`src/rtl/seq_detect_prog.sv`:
```
// Runtime-programmable serial bit-sequence detector with overlap control,
// registered detect pulse and saturating match counter.
module seq_detect_prog #(
  parameter int                 MAX_LEN = 8,
  parameter int                 LEN_W   = 4,
  parameter int                 CNT_W   = 16,
  parameter logic [MAX_LEN-1:0] RST_PAT = MAX_LEN'(4'b1011),
  parameter int                 RST_LEN = 4,
  parameter bit                 RST_OVL = 1'b0
) (
  input  logic               clk,
  input  logic               rst,
  input  logic               din_vld,
  input  logic               din,
  input  logic               cfg_load,
  input  logic [MAX_LEN-1:0] cfg_pat,
  input  logic [LEN_W-1:0]   cfg_len,
  input  logic               cfg_ovl,
  input  logic               cnt_clr,
  output logic               det,
  output logic [CNT_W-1:0]   match_cnt,
  output logic [LEN_W-1:0]   cur_len
);

  typedef enum logic [1:0] {IDLE, FILL, ARMED} state_t;

  state_t             state, state_n;
  logic [MAX_LEN-1:0] pat, hist, hist_n, hist_d, mask;
  logic [LEN_W-1:0]   len, len_d, fill, fill_n, fill_d;
  logic               ovl;
  logic               match_p0;
  logic [CNT_W-1:0]   cnt;

  function automatic logic [LEN_W-1:0] clamp_len(input logic [LEN_W-1:0] l);
    if (int'(l) > MAX_LEN) return LEN_W'(MAX_LEN);
    return l;
  endfunction

  function automatic logic [LEN_W-1:0] fill_inc(input logic [LEN_W-1:0] f);
    if (int'(f) >= MAX_LEN) return f;
    return f + 1'b1;
  endfunction

  function automatic logic [CNT_W-1:0] sat_inc(input logic [CNT_W-1:0] c);
    return (&c) ? c : c + 1'b1;
  endfunction

  // Stage 0: candidate history, match decision and next fill/state
  always_comb begin
    hist_n   = {hist[MAX_LEN-2:0], din};
    fill_n   = fill_inc(fill);
    mask     = ~({MAX_LEN{1'b1}} << len);
    match_p0 = din_vld && !cfg_load && (len != '0) &&
               ((state == ARMED) || (fill_n >= len)) &&
               (((hist_n ^ pat) & mask) == '0);

    hist_d = hist;
    fill_d = fill;
    len_d  = len;
    if (cfg_load) begin
      hist_d = '0;
      fill_d = '0;
      len_d  = clamp_len(cfg_len);
    end else if (din_vld) begin
      hist_d = hist_n;
      fill_d = (match_p0 && !ovl) ? '0 : fill_n;
    end

    state_n = FILL;
    if (fill_d == '0)        state_n = IDLE;
    else if (fill_d >= len_d) state_n = ARMED;
  end

  always_ff @(posedge clk) begin
    if (rst) state <= IDLE;
    else     state <= state_n;
  end

  // Stage 1: registered history, config, detect pulse and counter
  always_ff @(posedge clk) begin
    if (rst) begin
      pat  <= RST_PAT;
      len  <= LEN_W'(RST_LEN);
      ovl  <= RST_OVL;
      hist <= '0;
      fill <= '0;
      det  <= 1'b0;
      cnt  <= '0;
    end else begin
      hist <= hist_d;
      fill <= fill_d;
      det  <= match_p0;
      if (cfg_load) begin
        pat <= cfg_pat;
        len <= len_d;
        ovl <= cfg_ovl;
      end
      if (cnt_clr)       cnt <= match_p0 ? CNT_W'(1) : '0;
      else if (match_p0) cnt <= sat_inc(cnt);
    end
  end

  assign match_cnt = cnt;
  assign cur_len   = len;

endmodule

```
`config.mk`:
```
export PLATFORM = sky130hd
export DESIGN_NAME = seq_detect_prog
export DESIGN_NICKNAME = d
export VERILOG_FILES = /design/src/rtl/seq_detect_prog.sv
export SDC_FILE = /design/constraint.sdc
export NUM_CORES = 1
export LEC_CHECK = 0
export CAP_MARGIN = 20
export CORE_MARGIN = 5
export CORE_UTILIZATION = 55
export DETAILED_ROUTE_END_ITERATION = 12
export HOLD_SLACK_MARGIN = 0.03
export PLACE_DENSITY = 0.83
export RECOVER_POWER = 25
export SLEW_MARGIN = 0
export SYNTH_ARGS = -nofsm -noshare
export SYNTH_HDL_FRONTEND = slang
export SYNTH_SLANG_ARGS = --single-unit
```
`constraint.sdc`:
```
create_clock -name clk -period 9.9 [get_ports clk]
set_input_delay 1.98 -clock clk [delete_from_list [all_inputs] [get_ports clk]]
set_output_delay 1.98 -clock clk [all_outputs]
set_load 0.03 [all_outputs]
```
== Word level (Yosys, flattened, before mapping) ==
Index checks and enable logic that the tools add are counted.

* Memory bits (writable): 0
* Output and inout port bits: 21
* Memories kept: 0
* ROM bits: 0
* Word-level logic and storage cells: 52
* Bits of input ports: 19
* Latch bits: 0
* Flip-flop bits (word level): 43

* Div/mod/pow operators: 0
* $mul: 0
* Mux-type cells: 16
* $lt $le $gt $ge: 4
* Equality and inequality tests: 2
* Add/sub/neg operators: 2
* Reduce and logical (&&, ||, !) cells: 16
* Bitwise operators: 3
* Shift-type cells: 1

{| class="wikitable"
|+ Operator list
! kind !! count
|-
| $mux W16 || 3
|-
| $mux W4 || 8
|-
| $add A16 B1 Y16 const B || 1
|-
| $reduce_and A16 Y1 || 1
|-
| $and A8 B8 Y8 || 1
|-
| $ge A4 B4 Y1 || 2
|-
| $logic_not A8 Y1 || 1
|-
| $not A8 Y8 || 1
|-
| $shl A8 B4 Y8 const A || 1
|-
| $xor A8 B8 Y8 || 1
|-
| $logic_and A1 B1 Y1 || 5
|-
| $add A4 B1 Y4 const B || 1
|-
| $ge A4 B4 Y1 const B || 1
|-
| $gt A4 B4 Y1 const B || 1
|-
| $logic_not A4 Y1 || 1
|-
| $mux W1 || 4
|-
| $reduce_bool A4 Y1 || 1
|-
| $reduce_or A2 Y1 || 2
|-
| $eq A2 B2 Y1 const B || 1
|-
| $logic_not A1 Y1 || 2
|-
| $mux W2 || 1
|-
| $ne A2 B2 Y1 const B || 1
|-
| $reduce_and A2 Y1 || 1
|-
| $reduce_bool A2 Y1 || 1
|-
| $logic_or A1 B1 Y1 || 1
|}

== Logic depth before layout (Yosys ltp) ==
Gate-level depths: netlist (run 1).

* Word-level depth: 13
* Mapped depth: 17
* Depth with buffers taken out: 17

== Worst setup path after synthesis (run 1) ==
Ideal clock, no wire load.

* Path kind: input to register
* Start: in din_vld
* End: reg state[0]
* Arrival: 4.314 ns
* Setup time: 0.065 ns
* Required time: 9.835 ns
* Stages: 13
* Buffers on the path: 1
* Path slack: 5.520 ns
* Cell sequence: buf_6 -> and2b_1 -> o211ai_1 -> or4_4 -> o31ai_1 -> a21oi_1 -> a21oi_1 -> ha_1 -> nand2b_1 -> a21o_1 -> a21o_1 -> a21oi_1 -> nor2b_1

* Cells in the longest elaborated chain, start to end: 10
* Elaborated cells between the ends (all ways): 12
* Classes of those cells: order compare: 1; mux: 4; reduce/logical: 7

{| class="wikitable"
|+ RTL lines
! what !! RTL line !! RTL
|-
| start, declared || 13 || <nowiki>input logic din_vld,</nowiki>
|-
| $logic_and A1 B1 Y1 (3 in a row) || 53 || <nowiki>match_p0 = din_vld && !cfg_load && (len != '0) &&</nowiki>
|-
| $logic_and A1 B1 Y1 || 54 || <nowiki>((state == ARMED) || (fill_n >= len)) &&</nowiki>
|-
| $logic_and A1 B1 Y1 || 66 || <nowiki>fill_d = (match_p0 && !ovl) ? '0 : fill_n;</nowiki>
|-
| $mux W4 || 66 ||
|-
| $mux W4 (*) || 64 || <nowiki>end else if (din_vld) begin</nowiki>
|-
| $mux W4 (*) || 60 || <nowiki>if (cfg_load) begin</nowiki>
|-
| $ge A4 B4 Y1 / $logic_not A4 Y1 (equally long branches) || 71, 70 ||
|-
| $mux W2 / $reduce_or A2 Y1 (equally long branches) || -- ||
|-
| end signal, assigned || 76 || <nowiki>else state <= state_n;</nowiki>
|-
| end, declared || 27 || <nowiki>state_t state, state_n;</nowiki>
|}

Every way passes the cells marked *; elsewhere a longest branch is shown, timed or not.
A chain may end at the register's enable or synchronous reset.

== Worst setup path after layout (run 1) ==
* Start: in cfg_load
* End: reg state[0]

* Cells in the longest elaborated chain, start to end: 11
* Elaborated cells between the ends (all ways): 14
* Classes of those cells: order compare: 1; mux: 5; reduce/logical: 8

{| class="wikitable"
|+ RTL lines
! what !! RTL line !! RTL
|-
| start, declared || 15 || <nowiki>input logic cfg_load,</nowiki>
|-
| $logic_not A1 Y1 || 53 ||
|-
| $logic_and A1 B1 Y1 (3 in a row) || 53 ||
|-
| $logic_and A1 B1 Y1 || 54 ||
|-
| $logic_and A1 B1 Y1 || 66 ||
|-
| $mux W4 || 66 ||
|-
| $mux W4 || 64 ||
|-
| $mux W4 || 60 ||
|-
| $ge A4 B4 Y1 / $logic_not A4 Y1 (equally long branches) || 71, 70 ||
|-
| $mux W2 / $reduce_or A2 Y1 (equally long branches) || -- ||
|}

Several ways; a longest one is shown, not always the timed one.

==> results of run 1 <==
[final timing paths]
kind / startpoint / end / slack, ns / cells after the start
setup reg to reg: fill[0]$_SDFF_PP0_ / state[0]$_SDFF_PP0_ / 6.09 / 17
hold reg to reg: match_cnt[6]$_SDFFE_PP0P_ / match_cnt[6]$_SDFFE_PP0P_ / 0.51 / 2
setup / recovery: cfg_load / state[0]$_SDFF_PP0_ / 4.53 / 13
hold / removal: match_cnt[6]$_SDFFE_PP0P_ / match_cnt[6]$_SDFFE_PP0P_ / 0.51 / 2
[cells in the final DEF (no fill, tap or decap), types with 4 or more instances in the layout]
cell / instances
nor2b_1: 10
or4_1: 7
nand3_1: 7
clkdlybuf4s50_1: 34
nand2_1: 15
o31ai_1: 4
a21oi_1: 16
or3_1: 6
o211ai_1: 4
a211o_1: 4
clkbuf_8: 5
o21ai_0: 16
ha_1: 11
inv_1: 16
nor2_1: 25
dfxtp_1: 43
dlygate4sd3_1: 5
xnor2_1: 6
mux2i_1: 16
xor2_1: 4
[kinds of logic after synthesis]
group                      Yosys count
and+or+nand+nor                     93
buffers and inverters               28
AOI/OAI and AO/OA                   59
adders and majority gates           11
xor gates and xnor gates            10
DFF                                 43
muxes                               16
[registers in the layout, summed over array words and instances (netlist names)]
name,cells
cur_len,4
match_cnt,16
pat,8
det,1
hist,7
state,2
ovl,1
fill,4
[where the power goes]
part           internal [mW]  switching [mW]
logic                 0.0194          0.0184
clock network          0.101          0.0591
registers              0.177         0.00442
[worst max-delay path, cell delays in order]
cell and delay (ns):
dlygate4sd3_1 0.86, and2b_1 0.34, o211ai_1 0.09, or4_4 0.50, o31ai_1 0.54, a21oi_1 0.08, a21oi_1 0.15, ha_1 0.24
nand2b_1 0.14, a21o_1 0.17, a21o_1 0.18, a21oi_1 0.17, nor2b_1 0.15
[cell type report]
class | instances | area [sq um] | share of cell area [%]
Sequential cell | 43 | 861 | 31.0
Timing Repair Buffer | 39 | 390 | 14.1
Clock buffer | 6 | 72.6 | 2.61
Multi-Input combinational cell | 189 | 1270 | 45.7
Tap cell | 50 | 62.6 | 2.25
Inverter | 16 | 60.1 | 2.16
Clock inverter | 2 | 60.1 | 2.16
[routing by layer]
metal | GRT usage, % | routed length, um | share of wire, % | vias up
li1 | - | - | - | 992
met1 | 23.3 | 2160 | 45 | 920
met2 | 32.9 | 2400 | 50 | 38
met3 | 4.59 | 214 | 4.4 | 8
met4 | 6.24 | 67 | 1.4 | 0
met5 | 0 | 0 | 0 | -
==> results.cfg, run 1 <==
[clocking]
cts_tree = done
cts.sinks = 43
cts_root_buf = clkbuf_8
clk_latency_ns = 0.30
clk_pin_slew_ns = 0.09
cts_buffers = 5
post_cts_buffers = 0
post_cts_resized = 0
hold_buffers = 0
clk_path_buf_depth = 2
htreeDepth = 2

[drt]
drt-pass1-iter-count = 4
drt_iter0_markers = 97
wl_um = 4840
vias_per_cell = 5.68
ant_nets = 0
wl_per_cell_um = 14.0
num_vias = 1958
drc = 0

[synthesis]
synth_top_area_cell = dfxtp_1
synth.avg_cell_area_sq_um = 8.68
synth_common_cells = dfxtp_1 (43), nor2_1 (25)
ys_async_sr_fraction_pct = 0
synthAdderAreaFrac_pct = 6.10
ys_seq_area_share_pct = 38.1
ys_types = 44
synth_mux_area_share_pct = 7.10
syn_inst = 260
yosysMostFrequentCell = dfxtp_1
ys_seq_elements = 43
synth-main-ff-cell = dfxtp_1
synth_top_area_share_pct = 38.1
synth_top_family_by_area = simple AND/OR/NAND/NOR gates
ys_warn_count = 0
synthTopCellsByArea = dfxtp_1 (38%), mux2i_1 (7.1%), ha_1 (6.1%)
syn_area_sq_um = 2260
yosys.area_share.simple_pct = 22.2
synth_fp_nets = 290
synth_compound_area_share_pct = 16.9
synth_edf_count = 0
synth_xor_area_share_pct = 3.88

[global_route]
antenna_found_initial = 0
grt_overflow_total = 0
grt_first_pass_wirelength_um = 8260
grt_pass1_vias = 1830
track_usage_pct = 19.0
grt_max_degree = 30

[worst_setup_path]
crit_path_end_kind = flop
cp-start-kind = input port
crit_fanout = 21
worstPathRequired_ns = 10.13
worst-setup-path-type = in -> reg
arrival_ns = 5.61

[layout]
final_util_pct = 69.4
area_growth_pct = 22.9
antenna_cells = 0
fin_area_sq_um = 2780
instances_no_fill = 345
drive_gt1_share_pct = 4.41
layout.nets = 324
fillers = 324

[timing]
setup_viol = 0
hold_ws_ns = 0.506
post-route-period-util_pct = 54.3
slew_headroom_pct = 41.8
drv_slew = 0
skew_ns = 0.00952
rsz0062_at_grt = false
hold_viol = 0
fmax_mhz = 186
tightest_slew_ns = 0.870
finalSetupTns_ns = 0
post-route-min-period_ns = 5.37
post-route-worst-setup-slack_ns = 4.53

[placement]
numPlacedInstances = 337
dp_hpwl_um = 3620
place_area_sq_um = 2640
gp_congestion = 0.835
place_ws_ns = 4.22
portBuffers = 39

[die]
dieArea_sq_um = 5480
start_util_pct = 56.4
io_pins = 40
die-height_um = 74.1
die_w_um = 74.1
rows = 23
coreArea_sq_um = 4000

[outcome]
status = completed

[power_and_ir_drop]
power.leakage_nw = 1.12
power_uw = 379
power_density_nw_per_um2 = 137
ir_drop_uv = 104

[hold_path]
hold_path_class = reg -> reg

[run]
maxCapViolCount = 0
(Power assumes the default switching activity.)
==> run 2, diff against run 1 <==
- CORE_UTILIZATION: 55 -> 47
- PLACE_DENSITY: 0.83 -> 0.75
- clock period: 9.9 -> 4.5 ns (I/O delays scaled with it)
==> run 2 against run 1 <==
Net effect:
- non-clock buffer count rose by 3
- critical path depth did not move
- sequential power rose by 120%
- first-iteration DRC count rose by 45%
- critical endpoint unchanged
==> results.cfg, run 2 (synthesis results as in run 1) <==
[power_and_ir_drop]
power_uw = 774
power.leakage_nw = 1.11
p_sw_uw = 178
p_int_uw = 596
power_density_nw_per_um2 = 280
ir_drop_uv = 214
sw_frac_of_total_pct = 23.0
seqPwrFrac_pct = 51.5
clock_power_share_pct = 37.6
pwr-share-comb_pct = 10.9

[worst_setup_path]
r2r_slack_ns = 0.81
worst-setup-path-type = in -> reg
cp-start-kind = input port
worstPathRequired_ns = 4.74
reg2reg_to = state[0]$_SDFF_PP0_
arrival_ns = 3.96
crit_fanout = 5
r2r_start = fill[0]$_SDFF_PP0_
crit_path_end_kind = flop
r2r_cells = 17

[layout]
final_common_cell = dfxtp_1
area_growth_pct = 22.7
layout.nets = 327
largest_reg_flops = 16
final_cell_mix = dfxtp_1 (43), clkdlybuf4s50_1 (38), nor2_1 (25)
antenna_cells = 0
drive_gt1_share_pct = 4.71

[global_route]
grt_first_pass_wirelength_um = 8650
antenna_found_initial = 0
grt_overflow_total = 0
grt_max_degree = 30
grt_pass1_vias = 1869
track_usage_pct = 17.1

[timing]
skew_ns = 0.0106
drv_slew = 0
fmax_mhz = 269
rsz0062_at_grt = false
hold_viol = 0
slew_headroom_pct = 32.1
post-route-min-period_ns = 3.72
finalSetupTns_ns = 0
hold_ws_ns = 0.505
post-route-period-util_pct = 82.8
setup_viol = 0
tightest_slew_ns = 1.02

[die]
rows = 25
io_pins = 40
die_w_um = 79.3
coreArea_sq_um = 4690
dieArea_sq_um = 6290
start_util_pct = 48.1
die-height_um = 79.3

[drt]
drc = 0
drt-pass1-iter-count = 4
drt_iter0_markers = 141
wl_per_cell_um = 14.3
vias_per_cell = 5.58
num_vias = 1959
ant_nets = 0
wl_um = 5010

[clocking]
clk_pin_slew_ns = 0.08
clk_latency_ns = 0.30
cts.sinks = 43
clk_path_buf_depth = 2
hold_buffers = 0
cts_tree = done
post_cts_buffers = 0
post_cts_resized = 0
cts_root_buf = clkbuf_8
cts_buffers = 5
htreeDepth = 2

[hold_path]
hold_depth = 2
whs_endpoint = match_cnt[10]$_SDFFE_PP0P_
hold_path_class = reg -> reg
hp-start = match_cnt[10]$_SDFFE_PP0P_

[run]
maxCapViolCount = 0

[outcome]
status = completed

[placement]
gp_congestion = 0.948
portBuffers = 39
dp_hpwl_um = 3710
run 2: power groups by stage:
stage | Combinational (mW) | Clock, mW | Sequential [mW]
final | 0.0844 | 0.291 | 0.399
after global routing | 0.0936 | 0.314 | 0.400
after CTS | 0.0854 | 0.299 | 0.399
after detailed placement | 0.0850 | 0 | 0.408
after global placement | 0.0835 | 0 | 0.407
after floorplan | 0.0513 | 0 | 0.408
run 2: cell type report:
type	instances	area [sq um]
clock inverter	1	30.0
multi-input combinational	189	1270
tap	54	67.6
sequential	43	861
clock buffer	6	72.6
fill	437	1920
timing repair buffer	42	409
inverter	16	60.1
run 2: layer usage:
layer / up-vias / GRT usage [%] / part of all wire [%]
li1: 995 / - / -
met1: 910 / 21.6 / 47
met2: 47 / 28.6 / 47
met3: 7 / 4.20 / 5.1
met4: 0 / 5.33 / 1.2
met5: - / 0 / 0
run 2: worst max-delay path by stage:
stage,startpoint,to,depth (start not counted)
after global placement,din_vld,state[0]$_SDFF_PP0_,13
final,cfg_load,state[0]$_SDFF_PP0_,13
after CTS,fill[0]$_SDFF_PP0_,state[0]$_SDFF_PP0_,17
after floorplan,din_vld,state[0]$_SDFF_PP0_,13
after global routing,fill[0]$_SDFF_PP0_,state[0]$_SDFF_PP0_,17
after detailed placement,din_vld,state[0]$_SDFF_PP0_,13
run 2: stage by stage:
stage | setup WS, ns | cell area [sq um] | cells | util, %
5_1_grt | 0.470 | 2770 | 351 | 59.0
3_5_place_dp | 0.576 | 2670 | 344 | 56.9
4_1_cts | 0.842 | 2770 | 351 | 59.1
2_1_floorplan | 1.20 | 2260 | 260 | -
3_3_place_gp | 0.692 | 2670 | 344 | 56.9
6_report | 0.776 | 2770 | 351 | 59.0
run 2: worst max-delay path, stage by stage:
cell,delay (ns)
dlygate4sd3_1,0.56
and2b_1,0.22
o211ai_1,0.08
or4_4,0.49
o31ai_1,0.47
a21oi_1,0.08
a21oi_1,0.14
ha_1,0.24
nand2b_1,0.14
a21o_1,0.17
a21o_1,0.17
a21oi_1,0.16
nor2b_1,0.14
